--- src/rtl/block_ram_arbiter_if.sv ---
// Memory bus shared by requesters and the block RAM.
// MEM is the memory-side view (takes a request, returns data/ready);
// CPU is the requester-side view (issues a request, receives data/ready).
interface boa_mem_bus;
  logic        re;
  logic [3:0]  we;
  logic [31:0] addr;
  logic [31:0] wdata;
  logic [31:0] rdata;
  logic        ready;

  modport MEM (input re, we, addr, wdata, output rdata, ready);
  modport CPU (output re, we, addr, wdata, input rdata, ready);
endinterface

--- src/rtl/block_ram_arbiter.sv ---
// Two-requester arbiter in front of a single block RAM/ROM port.
//
// Handshake: a requester holds re or any we bit high together with stable
// addr/wdata until it sees ready=1 on its own port; that cycle completes
// the access. The memory completes an access on the cycle it asserts
// ready, and read data appears on rdata one cycle later. The arbiter adds
// no latency: the granted request passes straight through to the memory,
// and ready is routed back only to the granted port.
//
// A grant made in IDLE that does not complete immediately is locked in
// (BUSY_A/BUSY_B) so the other port cannot steal the memory mid-access.
module block_ram_arbiter #(
  parameter int fixed_prio = 0
) (
  input  logic       clk,
  input  logic       rst,
  boa_mem_bus.MEM    a,
  boa_mem_bus.MEM    b,
  boa_mem_bus.CPU    mem,
  output logic [1:0] dbg_state,
  output logic       dbg_lg,
  output logic       dbg_rs
);

  typedef enum logic [1:0] {
    IDLE   = 2'd0,
    BUSY_A = 2'd1,
    BUSY_B = 2'd2
  } state_t;

  // Port encoding for the last-grant and read-select registers.
  localparam logic SEL_A = 1'b0;
  localparam logic SEL_B = 1'b1;

  state_t state, state_nx;
  logic   lg, lg_nx;
  logic   rs, rs_nx;
  logic   req_a, req_b;
  logic   gnt_a, gnt_b;

  assign req_a = a.re | (|a.we);
  assign req_b = b.re | (|b.we);

  // Next-state, grant and bookkeeping; reset suppresses every grant.
  always_comb begin
    state_nx = state;
    lg_nx    = lg;
    rs_nx    = rs;
    gnt_a    = 1'b0;
    gnt_b    = 1'b0;
    if (!rst) begin
      case (state)
        IDLE: begin
          if (req_a && req_b) begin
            if ((fixed_prio != 0) || (lg == SEL_B)) gnt_a = 1'b1;
            else                                    gnt_b = 1'b1;
          end else begin
            gnt_a = req_a;
            gnt_b = req_b;
          end
          if (gnt_a || gnt_b) begin
            if (mem.ready) begin
              lg_nx = gnt_b;
              rs_nx = gnt_b;
            end else begin
              state_nx = gnt_a ? BUSY_A : BUSY_B;
            end
          end
        end
        BUSY_A: begin
          if (!req_a) begin
            // Owner abandoned its access: release without crediting it.
            state_nx = IDLE;
          end else begin
            gnt_a = 1'b1;
            if (mem.ready) begin
              state_nx = IDLE;
              lg_nx    = SEL_A;
              rs_nx    = SEL_A;
            end
          end
        end
        BUSY_B: begin
          if (!req_b) begin
            state_nx = IDLE;
          end else begin
            gnt_b = 1'b1;
            if (mem.ready) begin
              state_nx = IDLE;
              lg_nx    = SEL_B;
              rs_nx    = SEL_B;
            end
          end
        end
        default: state_nx = IDLE;
      endcase
    end
  end

  // State, last-grant and read-select registers.
  always_ff @(posedge clk) begin
    if (rst) begin
      state <= IDLE;
      lg    <= SEL_B;
      rs    <= SEL_A;
    end else begin
      state <= state_nx;
      lg    <= lg_nx;
      rs    <= rs_nx;
    end
  end

  // Request path to memory: granted port or all zeros.
  assign mem.re    = gnt_a ? a.re    : (gnt_b ? b.re    : 1'b0);
  assign mem.we    = gnt_a ? a.we    : (gnt_b ? b.we    : 4'b0000);
  assign mem.addr  = gnt_a ? a.addr  : (gnt_b ? b.addr  : 32'h0);
  assign mem.wdata = gnt_a ? a.wdata : (gnt_b ? b.wdata : 32'h0);

  // Response path: ready only to the granted port, data to both.
  assign a.ready = gnt_a & mem.ready;
  assign b.ready = gnt_b & mem.ready;
  assign a.rdata = mem.rdata;
  assign b.rdata = mem.rdata;

  assign dbg_state = state;
  assign dbg_lg    = lg;
  assign dbg_rs    = rs;

endmodule

--- src/flat_wrapper.sv ---
// flat-port wrapper written by rule: the top's interface ports become plain ports
module block_ram_arbiter_flat 
#(
  parameter int fixed_prio = 0
)
  (clk, rst, dbg_state, dbg_lg, dbg_rs, a_re, a_we, a_addr, a_wdata, a_rdata, a_ready, b_re, b_we, b_addr, b_wdata, b_rdata, b_ready, mem_re, mem_we, mem_addr, mem_wdata, mem_rdata, mem_ready);
  boa_mem_bus a_i ();
  boa_mem_bus b_i ();
  boa_mem_bus mem_i ();
  input  logic clk;
  input  logic rst;
  output logic [1:0] dbg_state;
  output logic dbg_lg;
  output logic dbg_rs;
  input wire logic [$bits(a_i.re)-1:0] a_re;
  input wire logic [$bits(a_i.we)-1:0] a_we;
  input wire logic [$bits(a_i.addr)-1:0] a_addr;
  input wire logic [$bits(a_i.wdata)-1:0] a_wdata;
  output wire logic [$bits(a_i.rdata)-1:0] a_rdata;
  output wire logic [$bits(a_i.ready)-1:0] a_ready;
  input wire logic [$bits(b_i.re)-1:0] b_re;
  input wire logic [$bits(b_i.we)-1:0] b_we;
  input wire logic [$bits(b_i.addr)-1:0] b_addr;
  input wire logic [$bits(b_i.wdata)-1:0] b_wdata;
  output wire logic [$bits(b_i.rdata)-1:0] b_rdata;
  output wire logic [$bits(b_i.ready)-1:0] b_ready;
  output wire logic [$bits(mem_i.re)-1:0] mem_re;
  output wire logic [$bits(mem_i.we)-1:0] mem_we;
  output wire logic [$bits(mem_i.addr)-1:0] mem_addr;
  output wire logic [$bits(mem_i.wdata)-1:0] mem_wdata;
  input wire logic [$bits(mem_i.rdata)-1:0] mem_rdata;
  input wire logic [$bits(mem_i.ready)-1:0] mem_ready;
  assign a_i.re = a_re;
  assign a_i.we = a_we;
  assign a_i.addr = a_addr;
  assign a_i.wdata = a_wdata;
  assign a_rdata = a_i.rdata;
  assign a_ready = a_i.ready;
  assign b_i.re = b_re;
  assign b_i.we = b_we;
  assign b_i.addr = b_addr;
  assign b_i.wdata = b_wdata;
  assign b_rdata = b_i.rdata;
  assign b_ready = b_i.ready;
  assign mem_re = mem_i.re;
  assign mem_we = mem_i.we;
  assign mem_addr = mem_i.addr;
  assign mem_wdata = mem_i.wdata;
  assign mem_i.rdata = mem_rdata;
  assign mem_i.ready = mem_ready;
  block_ram_arbiter #(.fixed_prio(fixed_prio)) u_core (.clk(clk), .rst(rst), .a(a_i), .b(b_i), .mem(mem_i), .dbg_state(dbg_state), .dbg_lg(dbg_lg), .dbg_rs(dbg_rs));
endmodule
--- config.mk ---
export PLATFORM = sky130hd
export DESIGN_NAME = block_ram_arbiter_flat
export DESIGN_NICKNAME = d
export VERILOG_FILES = /design/src/rtl/block_ram_arbiter_if.sv /design/src/rtl/block_ram_arbiter.sv /design/src/flat_wrapper.sv
export SDC_FILE = /design/constraint.sdc
export NUM_CORES = 1
export LEC_CHECK = 0
export BUFFER_PORTS_ARGS = -buffer_cell sky130_fd_sc_hd__clkbuf_2
export CORE_AREA = 2 2 120 122
export DETAILED_ROUTE_END_ITERATION = 6
export DIE_AREA = 0 0 122 124
export PLACE_DENSITY = 0.48
export REMOVE_ABC_BUFFERS = 1
export SYNTH_ARGS = -nofsm -noshare
export SYNTH_HDL_FRONTEND = slang
export SYNTH_SLANG_ARGS = --single-unit
--- constraint.sdc ---
create_clock -name clk -period 8.6 [get_ports clk]
set_clock_uncertainty 0.1 [all_clocks]
set_input_delay 2.58 -clock clk [delete_from_list [all_inputs] [get_ports clk]]
set_output_delay 2.58 -clock clk [all_outputs]
set_load 0.05 [all_outputs]
==> results.md <==
* Status: completed
* DR pass1 iterations at 4
* Number of global-route vias before repair at around 2500
* Die X at 122 um
* Slew Limit Fails at 0
* RSZ-0062 raised after global routing: false
* Peak supply drop at between 100 and 150 uV
* Initial core utilization at 0.141
* Global route overflow at 0
* Max-cap violations at 0
* Critical Path RT at between 5000 and 6000 ps
* Most frequent cells in the layout: clkbuf_2, a32o_2, nand2_1
* WS Path Type: in2out
* Initial antenna violation count at 0
* Fin crit share at 0.853
* Critical Path Stages at 7
* Max Clk Rate at ~0.14 GHz
* Worst slew pin tran at 1190 ps
* Dominant cell type by area after synthesis: a32o_2
* H-Tree Depth at 1
* IO Port Bufs at 215
* Syn Inst Count at between 200 and 250
* Crit path buffers/inverters at 3
* Mapped Area at 1940 um^2
* CTS clk-pin slew, worst paths at 30 ps
* Ys Warns at 0
* Worst path cell trace: clkbuf_2 -> or3_4 -> nor3_4 -> o21a_2 -> buf_12 -> a32o_2 -> clkbuf_2
* Sequential area share after synthesis at 0.0413
* Leak at 1.68 nW
* Critical Path Start: b_re
* Cell Pwr Density at 280 nW/um^2
* Yosys cell types at 39
* Routed via count at 2487
* Post-layout util at 0.199
* Top Ports at between 300 and 400
* Most frequent CP cell: clkbuf_2
* Footprint of the multi-input gates at 1220 um^2
* DRC Markers at 0
* TritonCTS Buffers at 3
* Core area at around 14000 um^2
* Total GRT Usage at 0.150
* DR WL/cell at about 23 um
* TNS Setup at 0 ps
* Final setup viols at 0
* Worst R2R Path Depth at 5
* Largest net degree at the start of global routing at between 70 and 80
* Worst EP arrival at roughly 4700 ps
* FF+latch count, synth at 4
* Reg2Reg Setup Slack at about 6600 ps
* P&R area growth vs syn at 40.7%
* Detailed Place HPWL at around 10000 um
* Max FO, Critical Path at between 50 and 60
* Hold Vio Cnt, Final at 0
* Worst reg2reg startpoint: u_core.dbg_state[0]
* Net count reported at finish at about 540
* CTS tree: yes
* Via-to-Cell Ratio at about 4.6
* Fillers at roughly 1500
* Commonest non-fill, non-tap cell in the layout: clkbuf_2
* Max incr delay on CP at around 420 ps
* Root Driver: clkbuf_16
* Row cnt at 43
* Clock Path Buffers at 2
* Mean post-synth cell area at about 8.7 um^2
* Share of cells above drive strength 1 at 0.829
* Crit end category: output pin
* RePlAce Congestion at around 0.85
* Synth area leaders: a32o_2, buf_4, dfxtp_1
* Slew HR at 0.205
* Top cell type's share of synthesized area at 0.366
* Clock latency on the worst-skew pair at roughly 220 ps
* R2r endpoint: u_core.dbg_lg
* N_diodes at 0
* Startpoint types: input pin
* DRT Wirelength at about 12000 um
* Die Height at approximately 120 um
* Die outline area at approximately 15000 um^2
* Storage element area at ~80 um^2
* Critical path's top delay family: buffers and inverters
* Post-CTS Hold Fix Bufs at 0
* Initial DRC Count at approximately 120
* Remaining antenna violation count after routing at 0
* First-pass GRT wire length at between 15000 and 20000 um
* Worst Setup EP: mem_wdata[7]
* Hold WC Path Type: reg2reg
* Number of gates resized after cts at 0
* Slowest cell on crit path: or3_4
* Postcts setup bufs at 0
* Crit path time final at between 7000 and 8000 ps
* Sink Count at 4
where the power goes:
part	total, mW	switching [mW]	internal [mW]	leakage, nW
combinational	0.664	0.476	0.189	1.61
clock	0.0712	0.0119	0.0593	0.0370
sequential	0.0305	0.00688	0.0237	0.0330
layer usage:
layer / share of wire / GRT usage
met1: 0.44 / 0.210
met4: 0.0022 / 0.00718
met2: 0.38 / 0.194
met3: 0.17 / 0.0971
met5: 0.0056 / 0.0486
flip-flops by register name (all words and copies together) (netlist names):
signal and cells:
u_core.dbg_lg 1, u_core.dbg_rs 1, u_core.dbg_state 2
final cells by class:
class	instances	area share
multi-input cells	129	0.447
repair buffers	217	0.409
well taps	180	0.0825
flip-flops and latches	4	0.0293
clock buffers	3	0.0275
inverters	4	0.00550
worst min-delay path by stage:
| stage | start | endpoint | slack, ps | depth (start not counted) |
|---|---|---|---|---|
| after detailed placement | u_core.dbg_state[0] | u_core.dbg_state[0] | 440 | 1 |
| after floorplan | u_core.dbg_state[0] | u_core.dbg_state[0] | 640 | 1 |
| after global placement | u_core.dbg_state[0] | u_core.dbg_state[0] | 440 | 1 |
| after CTS | u_core.dbg_state[0] | u_core.dbg_state[0] | 440 | 1 |
| final | u_core.dbg_state[0] | u_core.dbg_state[0] | 440 | 1 |
| after global routing | u_core.dbg_state[0] | u_core.dbg_state[0] | 470 | 1 |
stage by stage:
stage / hold slack, ps / setup WS [ps] / total power, mW / cells / instance area (um^2)
6_report: 442 / 1260 / 0.766 / 537 / 2730
5_1_grt: 472 / 1100 / 0.807 / 537 / 2730
4_1_cts: 443 / 1200 / 0.774 / 537 / 2730
3_5_place_dp: 439 / 1190 / 0.701 / 534 / 2660
3_3_place_gp: 437 / 1290 / 0.695 / 534 / 2660
2_1_floorplan: 637 / 445 / 0.517 / 137 / 1310
Yosys cell counts:
cell type	number
or4_1	1
inv_1	3
clkbuf_1	7
nor3b_2	1
or2_1	1
and3_1	1
nand3_1	1
buf_6	6
nand2_1	13
nor2b_1	2
a32o_1	2
nand2b_1	2
buf_4	67
a211oi_2	1
a31oi_1	1
nor4b_4	1
nor2_1	3
o2bb2ai_1	1
or3_1	1
or2_2	1
o41ai_1	1
a32o_2	63
mux2i_1	5
o21ai_0	2
or3_4	1
buf_2	6
a211oi_4	1
dfxtp_1	4
ha_1	4
a211o_2	1
nor3_4	2
inv_2	1
o311ai_0	1
o211ai_1	3
o21a_1	1
mux2_2	2
a41oi_1	1
nor3_1	4
a21oi_1	4
cells by family after synthesis:
| kind of cell | share of synthesized area |
|---|---|
| adders and majority gates | 0.0258 |
| AOI/OAI and AO/OA | 0.450 |
| muxes | 0.0374 |
| DFF | 0.0413 |
| buffers and inverters | 0.331 |
| and+or+nand+nor | 0.115 |
No activity file was read; power rests on OpenSTA's default activity.
